File: src/rtl/mux_8_1_serializer.sv
// Parallel-to-serial transmitter: captures a WIDTH-bit word on valid/ready and shifts it out one bit per clock.
// Optional feature macro: PARITY_EN appends an even-parity bit after each frame.
module mux_8_1_serializer #(
    parameter int WIDTH     = 8,
    parameter int SEL_W     = $clog2(WIDTH),
    parameter bit MSB_FIRST = 1'b0
) (
    input  logic             clk,
    input  logic             rst,
    input  logic [WIDTH-1:0] I,
    input  logic             in_valid,
    output logic             in_ready,
    output logic             y,
    output logic             y_valid,
    output logic [SEL_W-1:0] s,
    output logic             frame_done
);

`ifdef PARITY_EN
    typedef enum logic [1:0] {ST_IDLE, ST_SHIFT, ST_PARITY} state_t;
`else
    typedef enum logic [1:0] {ST_IDLE, ST_SHIFT} state_t;
`endif

    localparam logic [SEL_W-1:0] LAST_SEL = SEL_W'(WIDTH - 1);

    state_t             r_state;
    logic [WIDTH-1:0]   r_shadow;
    logic [SEL_W-1:0]   r_s;
    logic               r_y;
    logic               r_y_valid;
    logic               r_in_ready;
    logic               r_frame_done;

    logic               w_accept;
    logic [SEL_W-1:0]   w_next_s;
    logic               w_first_bit;
    logic               w_next_bit;

    // Map the select count onto the shadow bit index for the chosen bit order.
    function automatic logic [SEL_W-1:0] bit_idx(input logic [SEL_W-1:0] sel);
        return MSB_FIRST ? (LAST_SEL - sel) : sel;
    endfunction

    assign w_accept    = in_valid & r_in_ready;
    assign w_next_s    = r_s + 1'b1;
    assign w_first_bit = I[bit_idx('0)];
    assign w_next_bit  = r_shadow[bit_idx(w_next_s)];

    always_ff @(posedge clk or posedge rst) begin
        if (rst) begin
            r_state      <= ST_IDLE;
            r_shadow     <= '0;
            r_s          <= '0;
            r_y          <= 1'b0;
            r_y_valid    <= 1'b0;
            r_in_ready   <= 1'b1;
            r_frame_done <= 1'b0;
        end else if (w_accept) begin
            // Accept only happens in IDLE or on the final cycle of a frame, so a new
            // frame always starts here, giving zero-gap back-to-back transfers.
            r_state      <= ST_SHIFT;
            r_shadow     <= I;
            r_s          <= '0;
            r_y          <= w_first_bit;
            r_y_valid    <= 1'b1;
            r_in_ready   <= 1'b0;
            r_frame_done <= 1'b0;
        end else begin
            case (r_state)
                ST_IDLE: begin
                    r_s       <= '0;
                    r_y       <= 1'b0;
                    r_y_valid <= 1'b0;
                end
                ST_SHIFT: begin
                    if (r_s != LAST_SEL) begin
                        r_s <= w_next_s;
                        r_y <= w_next_bit;
`ifdef PARITY_EN
                        r_frame_done <= 1'b0;
                        r_in_ready   <= 1'b0;
`else
                        r_frame_done <= (w_next_s == LAST_SEL);
                        r_in_ready   <= (w_next_s == LAST_SEL);
`endif
                    end else begin
`ifdef PARITY_EN
                        r_state      <= ST_PARITY;
                        r_y          <= ^r_shadow;
                        r_frame_done <= 1'b1;
                        r_in_ready   <= 1'b1;
`else
                        r_state      <= ST_IDLE;
                        r_s          <= '0;
                        r_y          <= 1'b0;
                        r_y_valid    <= 1'b0;
                        r_frame_done <= 1'b0;
                        r_in_ready   <= 1'b1;
`endif
                    end
                end
`ifdef PARITY_EN
                ST_PARITY: begin
                    r_state      <= ST_IDLE;
                    r_s          <= '0;
                    r_y          <= 1'b0;
                    r_y_valid    <= 1'b0;
                    r_frame_done <= 1'b0;
                    r_in_ready   <= 1'b1;
                end
`endif
                default: begin
                    r_state      <= ST_IDLE;
                    r_s          <= '0;
                    r_y          <= 1'b0;
                    r_y_valid    <= 1'b0;
                    r_frame_done <= 1'b0;
                    r_in_ready   <= 1'b1;
                end
            endcase
        end
    end

    assign in_ready   = r_in_ready;
    assign y          = r_y;
    assign y_valid    = r_y_valid;
    assign s          = r_s;
    assign frame_done = r_frame_done;

endmodule

File: config.mk
export PLATFORM = sky130hd
export DESIGN_NAME = mux_8_1_serializer
export DESIGN_NICKNAME = d
export VERILOG_FILES = /design/src/rtl/mux_8_1_serializer.sv
export SDC_FILE = /design/constraint.sdc
export NUM_CORES = 1
export LEC_CHECK = 0
export BUFFER_PORTS_ARGS = -buffer_cell sky130_fd_sc_hd__buf_2
export CAP_MARGIN = 30
export CORE_MARGIN = 2
export CORE_UTILIZATION = 45
export DETAILED_ROUTE_END_ITERATION = 10
export GPL_ROUTABILITY_DRIVEN = 0
export PLACE_DENSITY = 0.72
export SLEW_MARGIN = 5
export SYNTH_ARGS = -nofsm -noshare
export SYNTH_HDL_FRONTEND = slang
export SYNTH_SLANG_ARGS = --single-unit
File: constraint.sdc
create_clock -name clk -period 1.4 [get_ports clk]
set_input_delay 0.07 -clock clk [delete_from_list [all_inputs] [get_ports clk]]
set_output_delay 0.07 -clock clk [all_outputs]
set_load 0.02 [all_outputs]
## After elaboration in Yosys (flattened, before gate mapping)

Cells that the tools add are included.

- Add/subtract/negate cells: 1
- Magnitude comparators: 1
- Multiplexer cells: 20
- Bitwise gates (word level): 1
- Equality and inequality tests: 5
- Reduce and logical (&&, ||, !) cells: 2

Operator list:

| operator | number |
|---|---|
| $mux W1 | 11 |
| $mux W3 | 3 |
| $ne A3 B3 Y1 const B | 2 |
| $lt A3 B4 Y1 const B | 1 |
| $mux W2 | 2 |
| $pmux W1 S2 | 2 |
| $pmux W2 S2 | 1 |
| $add A3 B1 Y3 const B | 1 |
| $bmux W1 S3 | 1 |
| $eq A3 B3 Y1 const B | 1 |
| $eq A2 B1 Y1 const B | 1 |
| $logic_not A2 Y1 | 1 |
| $ne A2 B2 Y1 const B | 1 |
| $reduce_and A2 Y1 | 1 |
| $and A1 B1 Y1 | 1 |

- Register bits after elaboration: 17
- Logic and storage cells: 37
- Output and inout port bits: 7

## Depth between registers and ports, before layout

Gate-level depths: netlist of the first run.

- Depth after elaboration: 6
- Depth in mapped cells: 5
- Depth with buffers taken out: 5

## Worst setup path before layout of the first run

OpenSTA, ideal clock, no wires.

- Path type: reg-to-reg
- Start: register r_s[0] (netlist: s[0])
- End: register r_y (netlist: y)
- Setup slack: -0.222 ns
- Buffers on the path: 0
- Arrival: 1.518 ns
- Cell stages (with the launch flop): 5
- Data required time: 1.296 ns
- Setup time: 0.104 ns
- Cells stage by stage: dfrtp_1 -> ha_1 -> ha_1 -> and3_1 -> o41ai_2

- Longest elaborated chain between the ends: 6
- Elaborated cells on any way between the ends: 7

RTL lines:

| item | line | text |
|---|---|---|
| from (decl) | 29 | `logic [SEL_W-1:0] r_s;` |
| from (signal assigned) | 78 | `r_s <= w_next_s;` |
| $add A3 B1 Y3 | 46 | `assign w_next_s = r_s + 1'b1;` |
| $bmux W1 S3 | 48 | `assign w_next_bit = r_shadow[bit_idx(w_next_s)];` |
| $mux W1 (implied by the code) | 48 |  |
| $mux W1 (*) | 77 | `if (r_s != LAST_SEL) begin` |
| $mux W1 (*) | 70 | `case (r_state)` |
| $mux W1 (*) | 59 | `end else if (w_accept) begin` |
| to (signal assigned) | 65 | `r_y <= w_first_bit;` |
| to (signal assigned) | 79 | `r_y <= w_next_bit;` |
| to (decl) | 30 | `logic r_y;` |

Every way passes the cells marked *; elsewhere a longest branch is shown, timed or not. The select of a mux whose other input is x is not followed.
A chain may end at the register's enable or synchronous reset.

## Worst setup path after layout of the first run

Ends and elaborated chain as after synthesis.

==> results of run 1 <==
[power breakdown]
group	total (µW)	internal (µW)	switching, µW	leakage, µW
registers	462	462	0	0.000211
logic	26.1	13.6	12.5	0.000288
clock network	249	111	139	0.0000150
total	737	586	151	0.000515
[state kept, by name (all words and copies together) (netlist names)]
register,cells
frame_done,1
in_ready,1
y_valid,1
y,1
s,3
r_shadow,8
r_state,1
[metrics by stage]
stage	hold slack [ns]	std cells	cell area [µm²]	total power (µW)
after floorplan	-0.01711	56	759.5	478.1
after global placement	0.1678	93	897.1	493.6
after detailed placement	0.1610	93	897.1	493.7
after CTS	0.001245	99	940.9	743.6
after global routing	0.0001483	101	958.4	770.6
final	0.008583	101	958.4	737.0
[critical path: cells and delay by family, from the launching register on]
kind	cells	cell delay (ns)
compound gates	1	0.09
fa+ha+maj	2	0.47
simple gates	1	0.27
flops	1	0.47
[routing by layer]
| metal | track usage (%) | part of all wire, % |
|---|---|---|
| met1 | 18.63 | 42 |
| met2 | 28.24 | 53 |
| met3 | 3.750 | 3.7 |
| met4 | 9.091 | 2.0 |
| met5 | 0 | 0 |
[cells by family (layout without fill, tap and decap cells)]
| group | Yosys count | count (layout) | share of synthesized area (%) |
|---|---|---|---|
| buf+inv | 3 | 32 | 1.739 |
| compound gates | 5 | 5 | 5.739 |
| simple gates | 18 | 18 | 12.70 |
| mux | 10 | 10 | 17.04 |
| flops | 16 | 16 | 55.83 |
| fa+ha+maj | 4 | 4 | 6.957 |
[how the worst min path moves through the flow]
stage / slack (ns) / startpoint / endpoint
after global routing: 0.0001 / I[4] / r_shadow[4]$_DFFE_PP0P_
after detailed placement: 0.16 / rst / r_shadow[6]$_DFFE_PP0P_
after floorplan: -0.02 / rst / frame_done$_DFFE_PP0P_
after CTS: 0.001 / I[1] / r_shadow[1]$_DFFE_PP0P_
final: 0.009 / I[4] / r_shadow[4]$_DFFE_PP0P_
after global placement: 0.17 / rst / r_shadow[5]$_DFFE_PP0P_
[cell type report]
type                       count  area (µm²)  share of cell area, %
clock buffer                   4       26.28                  2.742
timing repair buffer          26       157.7                  16.45
multi-input combinational     37       342.8                  35.77
inverter                       2       7.507                 0.7833
sequential                    16       404.1                  42.17
tap                           16       20.02                  2.089
[timing repair]
action	4_1_cts	5_1_grt
setup endpoints to repair	2	3
resized for setup	1	0
hold buffers	1	1
pin swaps	0	1
hold endpoints to repair	15	1
buffers inserted	1	1
[layout by cell type, fill, tap and decap left out, types with 2 or more instances in the layout]
master,instances
and3_1,2
dlygate4sd3_1,2
buf_4,7
dfrtp_1,13
mux2_2,8
dfrtp_2,2
nand2_1,7
clkbuf_4,3
buf_2,17
ha_4,3
nor2_1,3
==> results.cfg, run 1 <==
[critical_path]
critPathMostFrequentCell = ha_4
critPathMaxStageDelay_ns = 0.47
crit_slowest_cell = dfrtp_2
crit_fanout = 6
critPathCapture = y$_DFF_PP0_
critPathKind = reg -> reg
cp_cell_sequence = ha_4 > ha_4 > nor3b_1 > o41ai_2
required_ns = 1.56
crit_path_end_kind = flop
setup.worst_path.start = s[0]$_DFF_PP0_
cp.arrival_ns = 1.58
reg2reg_slack_ns = -0.02
r2r_end = y$_DFF_PP0_
reg2reg_from = s[0]$_DFF_PP0_
reg2reg_depth = 4
cp-start-kind = flop

[die]
die_h_um = 43.99
io_pins = 18
initial_utilization_pct = 47.76
core_um2 = 1506
die_w_um = 43.99
die_area_um2 = 1935
row_count = 14

[cells_and_area]
fillers = 123
fin_nets = 101
drive_above_1_share_pct = 51.76
diodes = 0
area_growth_pct = 33.22
fin_util_pct = 63.62

[placement]
port_buffers = 17
dpl_worst_slack_ns = -0.01501
dp_hpwl_um = 1027

[synthesis]
synth-seq-area-share_pct = 55.83
yosysWarningCount = 0
synth_most_common_cell = dfrtp_1
syn-num-nets = 71
synth_area_per_cell_um2 = 12.85
synth-edff-count = 0
ys_async_sr_fraction_pct = 100.0
synth_top_area_cell = dfrtp_1
netlist_top_cells_area = dfrtp_1 52%, mux2_2 13%, ha_1 7.0%
synth-main-ff-cell = dfrtp_1
syn-cell-area_um2 = 719.4
synth_common_cells = 15 x dfrtp_1, 8 x mux2_2, 7 x nand2_1
yosys.area.top_type_share_pct = 52.17
syn_inst = 56
yosysUniqueCellTypes = 22
synth-seq-cells = 16

[clock_network]
cts_made_buffers = 3
htreeDepth = 1
clk_pin_slew_worst_paths_ns = 0.09
clock_sinks = 16
cts_buffer_depth = 2
root_buffer = clkbuf_4
clock_latency_ns = 0.28
cts_tree = done

[sta]
hold_viol_final = 0
worst_slack_ns = -0.01796
setup_viol = 1
fmax_ghz = 0.7052
fin_tns_setup_ns = -0.01796
period_minus_slack_ns = 1.418
slew_violations = 0
fin_skew_ns = 0.009027
rsz0062_at_grt = true
relSlewSlack_pct = 61.72
post-route-period-util_pct = 101.3
worst_pin_slew_ns = 0.5736

[power_and_ir_drop]
max-vdd-ir-drop_mv = 0.4600
p_per_area_nw_per_um2 = 769.0
p_leak_uw = 0.0005146

[flow_run]
maxCapViolCount = 0

[global_route]
grt_pass1_vias = 510
grt_pass1_wl_um = 2180
antenna_found_initial = 0
grt_max_degree = 17
grt-ovfl-total = 0
grt_util_all_layers_pct = 16.42

[routing]
ant_nets = 0
vias = 523
dr.pass1.iters = 4
remaining_drc_errors = 0
drt_iter0_drc = 4
post_drt_wl_per_cell_um = 13.39
vias_per_cell = 5.178
wl_um = 1352

[run_status]
status = complete, but fails checks
violations = negative setup slack

[min_path]
min_path_cells = 2
holdCritPathClass = in -> reg
Note: power is estimated with default switching activity, not from simulation.
==> inputs of run 2 (changes only) <==
CORE_UTILIZATION = 48   (was 45)
CTS_BUF_LIST = sky130_fd_sc_hd__clkbuf_8   (was not set)
PLACE_DENSITY = 0.76   (was 0.72)
SKIP_CTS_REPAIR_TIMING = 1   (was not set)
SLEW_MARGIN = 20   (was 5)
==> run 2 against run 1 <==
  * Sequential share of layout area decreased by 0.54 points
  * Utilization increased by 8.3 points
  * Critical path depth increased by 1
  * Final area increased by 1.3%
  * First-iteration DRC count increased by 25%
  * Die area decreased by 5.7%
  * Hold slack improved by 0.040 ns
  * The run now ends clean
  * Sequential cell count unchanged
  * Via count decreased by 2.7%
==> results.cfg, run 2 (same netlist as run 1, synthesis figures left out) <==
[die]
io_pins = 18
die_area_um2 = 1825
core_um2 = 1350
die_w_um = 42.72
row_count = 13
initial_utilization_pct = 53.29
die_h_um = 42.72

[placement]
dpl_worst_slack_ns = 0.01203
port_buffers = 17
dp_cells = 92
dp_hpwl_um = 1016
dpl_cell_area_um2 = 895.9

[critical_path]
critPathKind = reg -> reg
cp-start-kind = flop
cp.arrival_ns = 1.55
crit_path_end_kind = flop
required_ns = 1.56
crit_fanout = 5

[cells_and_area]
mostFrequentLayoutCells = 17 x buf_2, 13 x dfrtp_1, 8 x mux2_2, 7 x nand2_1, 6 x buf_4
fin_nets = 99
largest_register_ffs = 8
final_area_um2 = 970.9
fin_cells = 98
top_register = r_shadow
drive_above_1_share_pct = 54.22
area_growth_pct = 34.96
diodes = 0
fillers = 88
ff_latch_area_um2 = 404.1
final_common_cell = buf_2
multiInputGateArea_um2 = 345.3

[sta]
relSlewSlack_pct = 61.48
fmax_ghz = 0.7192
post-route-period-util_pct = 99.32
period_minus_slack_ns = 1.390
fin_skew_ns = 0.003820
slew_violations = 0
worst_pin_slew_ns = 0.5772
worst_slack_ns = 0.009566
hold_viol_final = 0
rsz0062_at_grt = true
setup_viol = 0

[routing]
dr.pass1.iters = 2
drt_iter0_drc = 5
remaining_drc_errors = 0
wl_um = 1328
ant_nets = 0
vias_per_cell = 5.194
post_drt_wl_per_cell_um = 13.55
vias = 509

[global_route]
grt_util_all_layers_pct = 16.94
grt_max_degree = 17
antenna_found_initial = 0
grt-ovfl-total = 0
grt.met2_usage_pct = 26.06
grt_busiest_layer = met2
gr-usage-met3_pct = 7.234
grt_pass1_wl_um = 2159
grt_util_met1_pct = 18.28
grt_pass1_vias = 519

[run_status]
status = completed

[clock_network]
htreeDepth = 1
cts_buffer_depth = 2
clock_latency_ns = 0.25
cts_tree = done
clk_pin_slew_worst_paths_ns = 0.06
cts_made_buffers = 3
root_buffer = clkbuf_8
clock_sinks = 16

[power_and_ir_drop]
power.internal_uw = 723.8
p_switching_uw = 170.9
p_leak_uw = 0.0005191
max-vdd-ir-drop_mv = 0.8575
p_per_area_nw_per_um2 = 921.5
p_sw_share_pct = 19.10
pwr-share-comb_pct = 2.7
clkPwrFrac_pct = 45.6
pwr-share-seq_pct = 51.7

[flow_run]
maxCapViolCount = 0

[min_path]
holdCritPathClass = in -> reg
## run 2: cell count changes in the layout (fill, tap and decap cells not counted), sizes merged
cell / delta
buf: -1
dlygate4sd3: -1
## run 2: per-stage QoR
| stage | utilization (%) | hold WS, ns | total power (µW) | setup TNS (ns) |
|---|---|---|---|---|
| global placement | 66.36 | 0.1635 | 493.5 | 0 |
| finish | 71.92 | 0.04861 | 894.7 | 0 |
| detailed placement | 66.36 | 0.1650 | 494.1 | 0 |
| floorplan | - | -0.01711 | 478.1 | -0.03687 |
| global route | 71.92 | 0.04254 | 927.3 | -0.07603 |
| CTS | 70.44 | -0.1104 | 910.7 | -0.007996 |
## run 2: worst max-delay path, stage by stage (launching register included)
cell     delay (ns)
dfrtp_2        0.45
inv_2          0.08
ha_4           0.20
mux4_2         0.21
nor2_1         0.04
o41ai_2        0.30
## run 2: path summary, 6_finish.rpt
| path | startpoint | to | slack, ns | cells after the start |
|---|---|---|---|---|
| min | I[1] | r_shadow[1]$_DFFE_PP0P_ | 0.05 | 2 |
| min in group asynchronous | rst | r_shadow[4]$_DFFE_PP0P_ | 0.41 | 3 |
| max reg2reg | s[0]$_DFF_PP0_ | y$_DFF_PP0_ | 0.01 | 5 |
| max in group asynchronous | rst | s[1]$_DFF_PP0_ | 0.57 | 3 |
| min reg2reg | y_valid$_DFFE_PP0P_ | y_valid$_DFFE_PP0P_ | 0.46 | 2 |
| max | s[0]$_DFF_PP0_ | y$_DFF_PP0_ | 0.01 | 5 |
## run 2: per-layer routing
| layer | share of wire [%] | vias to the layer above |
|---|---|---|
| met4 | 2.6 | 0 |
| met2 | 50 | 13 |
| met1 | 43 | 243 |
| li1 | - | 247 |
| met5 | 0 | - |
| met3 | 4.1 | 6 |
## run 2: area by class of cell
cell class              count  share of cell area (%)
clock buffers               4                   5.670
multi-input cells          37                   35.57
inverters                   2                  0.7732
repair buffers             24                   14.43
flip-flops and latches     16                   41.62
well taps                  15                   1.933
## run 2: power by group through the flow
stage	Clock [µW]	Sequential, µW	Combinational (µW)
after global routing	436	462	28.9
final	408	463	24.3
after global placement	0	471	22.6
after floorplan	0	471	7.20
after detailed placement	0	471	23.2
after CTS	425	462	23.3
==> inputs of run 3 (changes only) <==
CORE_UTILIZATION = 25   (was 48)
PLACE_DENSITY = not set   (was 0.76)
==> run 3 against run 2 <==
  * Critical endpoint unchanged
  * The run now ends with negative setup slack left
  * Sequential share of layout area fell by 0.42 points
  * Via count shrank 0.98%
  * Final area increased by 1.0%
==> results.cfg, run 3 (same netlist as run 1, synthesis figures left out) <==
[run_status]
status = complete, but fails checks
violations = negative setup slack

[power_and_ir_drop]
p_leak_uw = 0.0005094
finalPower_uw = 830.4
p_per_area_nw_per_um2 = 846.5
max-vdd-ir-drop_mv = 0.3414

[placement]
port_buffers = 17
dpl_worst_slack_ns = -0.01298
dp_hpwl_um = 1122

[sta]
worst_pin_slew_ns = 0.6025
worst_slack_ns = -0.01346
fin_skew_ns = 0.004632
period_minus_slack_ns = 1.413
relSlewSlack_pct = 59.79
hold_viol_final = 0
fmax_ghz = 0.7075
slew_violations = 0
worst_hold_slack_ns = 0.05083
rsz0062_at_grt = true
setup_viol = 1
post-route-period-util_pct = 101.0

[cells_and_area]
diodes = 0
multiInputGateArea_um2 = 352.8
top_register = r_shadow
drive_above_1_share_pct = 54.88
area_growth_pct = 36.35
fillers = 281
mostFrequentLayoutCells = 17 x buf_2, 13 x dfrtp_1, 8 x mux2_2, 7 x nand2_1, 5 x buf_4
fin_nets = 98
final_common_cell = buf_2
ff_latch_area_um2 = 404.1
largest_register_ffs = 8

[die]
die_w_um = 57.65
initial_utilization_pct = 26.32
die_area_um2 = 3323
row_count = 19
die_h_um = 57.65
io_pins = 18
core_um2 = 2734

[global_route]
grt-ovfl-total = 0
grt_util_all_layers_pct = 9.249
antenna_found_initial = 0
grt_pass1_wl_um = 2325
grt_max_degree = 17
grt_pass1_vias = 537

[routing]
remaining_drc_errors = 0
ant_nets = 0
drt_iter0_drc = 42
post_drt_wl_per_cell_um = 12.22
vias = 504
dr.pass1.iters = 3
vias_per_cell = 4.460
wl_um = 1381

[clock_network]
cts_buffer_depth = 2
cts_tree = done
root_buffer = clkbuf_8
clk_pin_slew_worst_paths_ns = 0.06
clock_sinks = 16
htreeDepth = 1
clock_latency_ns = 0.25
cts_made_buffers = 3

[critical_path]
critPathKind = reg -> reg
required_ns = 1.55
crit_path_end_kind = flop
crit_fanout = 6
cp-start-kind = flop
cp.arrival_ns = 1.56

[flow_run]
maxCapViolCount = 0

[min_path]
holdCritPathClass = in -> reg
[run 3: cell types whose count changed in the layout (fill, tap and decap cells not counted)]
| cell | previous run | this run |
|---|---|---|
| and3_1 | 2 | 1 |
| and3_4 | 0 | 1 |
| buf_4 | 6 | 5 |
| clkbuf_8 | 4 | 3 |
| inv_1 | 1 | 2 |
| nor2_1 | 3 | 2 |
| nor2_2 | 0 | 1 |
[run 3: per-stage QoR]
stage	instances	setup TNS, ns	area [µm²]	util, %
5_1_grt	113	-0.04299	980.9	35.88
3_5_place_dp	108	-0.01298	915.9	33.50
6_report	113	-0.01346	980.9	35.88
2_1_floorplan	56	-0.03687	759.5	-
4_1_cts	112	-0.02063	960.9	35.15
3_3_place_gp	108	0	915.9	33.50
[run 3: routing by layer]
metal	vias to the layer above	GRT usage, %	wire length, µm
met1	243	11.40	627
met2	12	14.12	652
met3	2	3.348	93
met4	0	4.983	8
met5	-	0	0
li1	247	-	-
[run 3: layout make-up]
cell class	count	share of cell area [%]
inverters	2	0.7653
flip-flops and latches	16	41.20
multi-input cells	37	35.97
repair buffers	23	13.52
clock buffers	3	4.209
well taps	31	3.954
clock inverters	1	0.3827
[run 3: worst max-delay path, stage by stage, from the launching register on]
cell and delay, ns:
dfrtp_2 0.47, inv_2 0.09, ha_4 0.19, mux4_2 0.22
nor2_2 0.04, o41ai_2 0.30
[run 3: path summary, 6_finish.rpt]
check | start | endpoint | slack [ns] | cells past startpoint
max | s[0]$_DFF_PP0_ | y$_DFF_PP0_ | -0.01 | 5
min in group asynchronous | rst | r_shadow[5]$_DFFE_PP0P_ | 0.44 | 3
min reg2reg | y_valid$_DFFE_PP0P_ | y_valid$_DFFE_PP0P_ | 0.48 | 2
max in group asynchronous | rst | s[1]$_DFF_PP0_ | 0.54 | 3
min | I[5] | r_shadow[5]$_DFFE_PP0P_ | 0.05 | 2
max reg2reg | s[0]$_DFF_PP0_ | y$_DFF_PP0_ | -0.01 | 5
[run 3: power by group]
group / internal, µW / switching, µW / leakage (µW)
Combinational: 11.8 / 12.8 / 0.000271
Sequential: 463 / 0 / 0.000211
Clock: 194 / 149 / 0.0000269
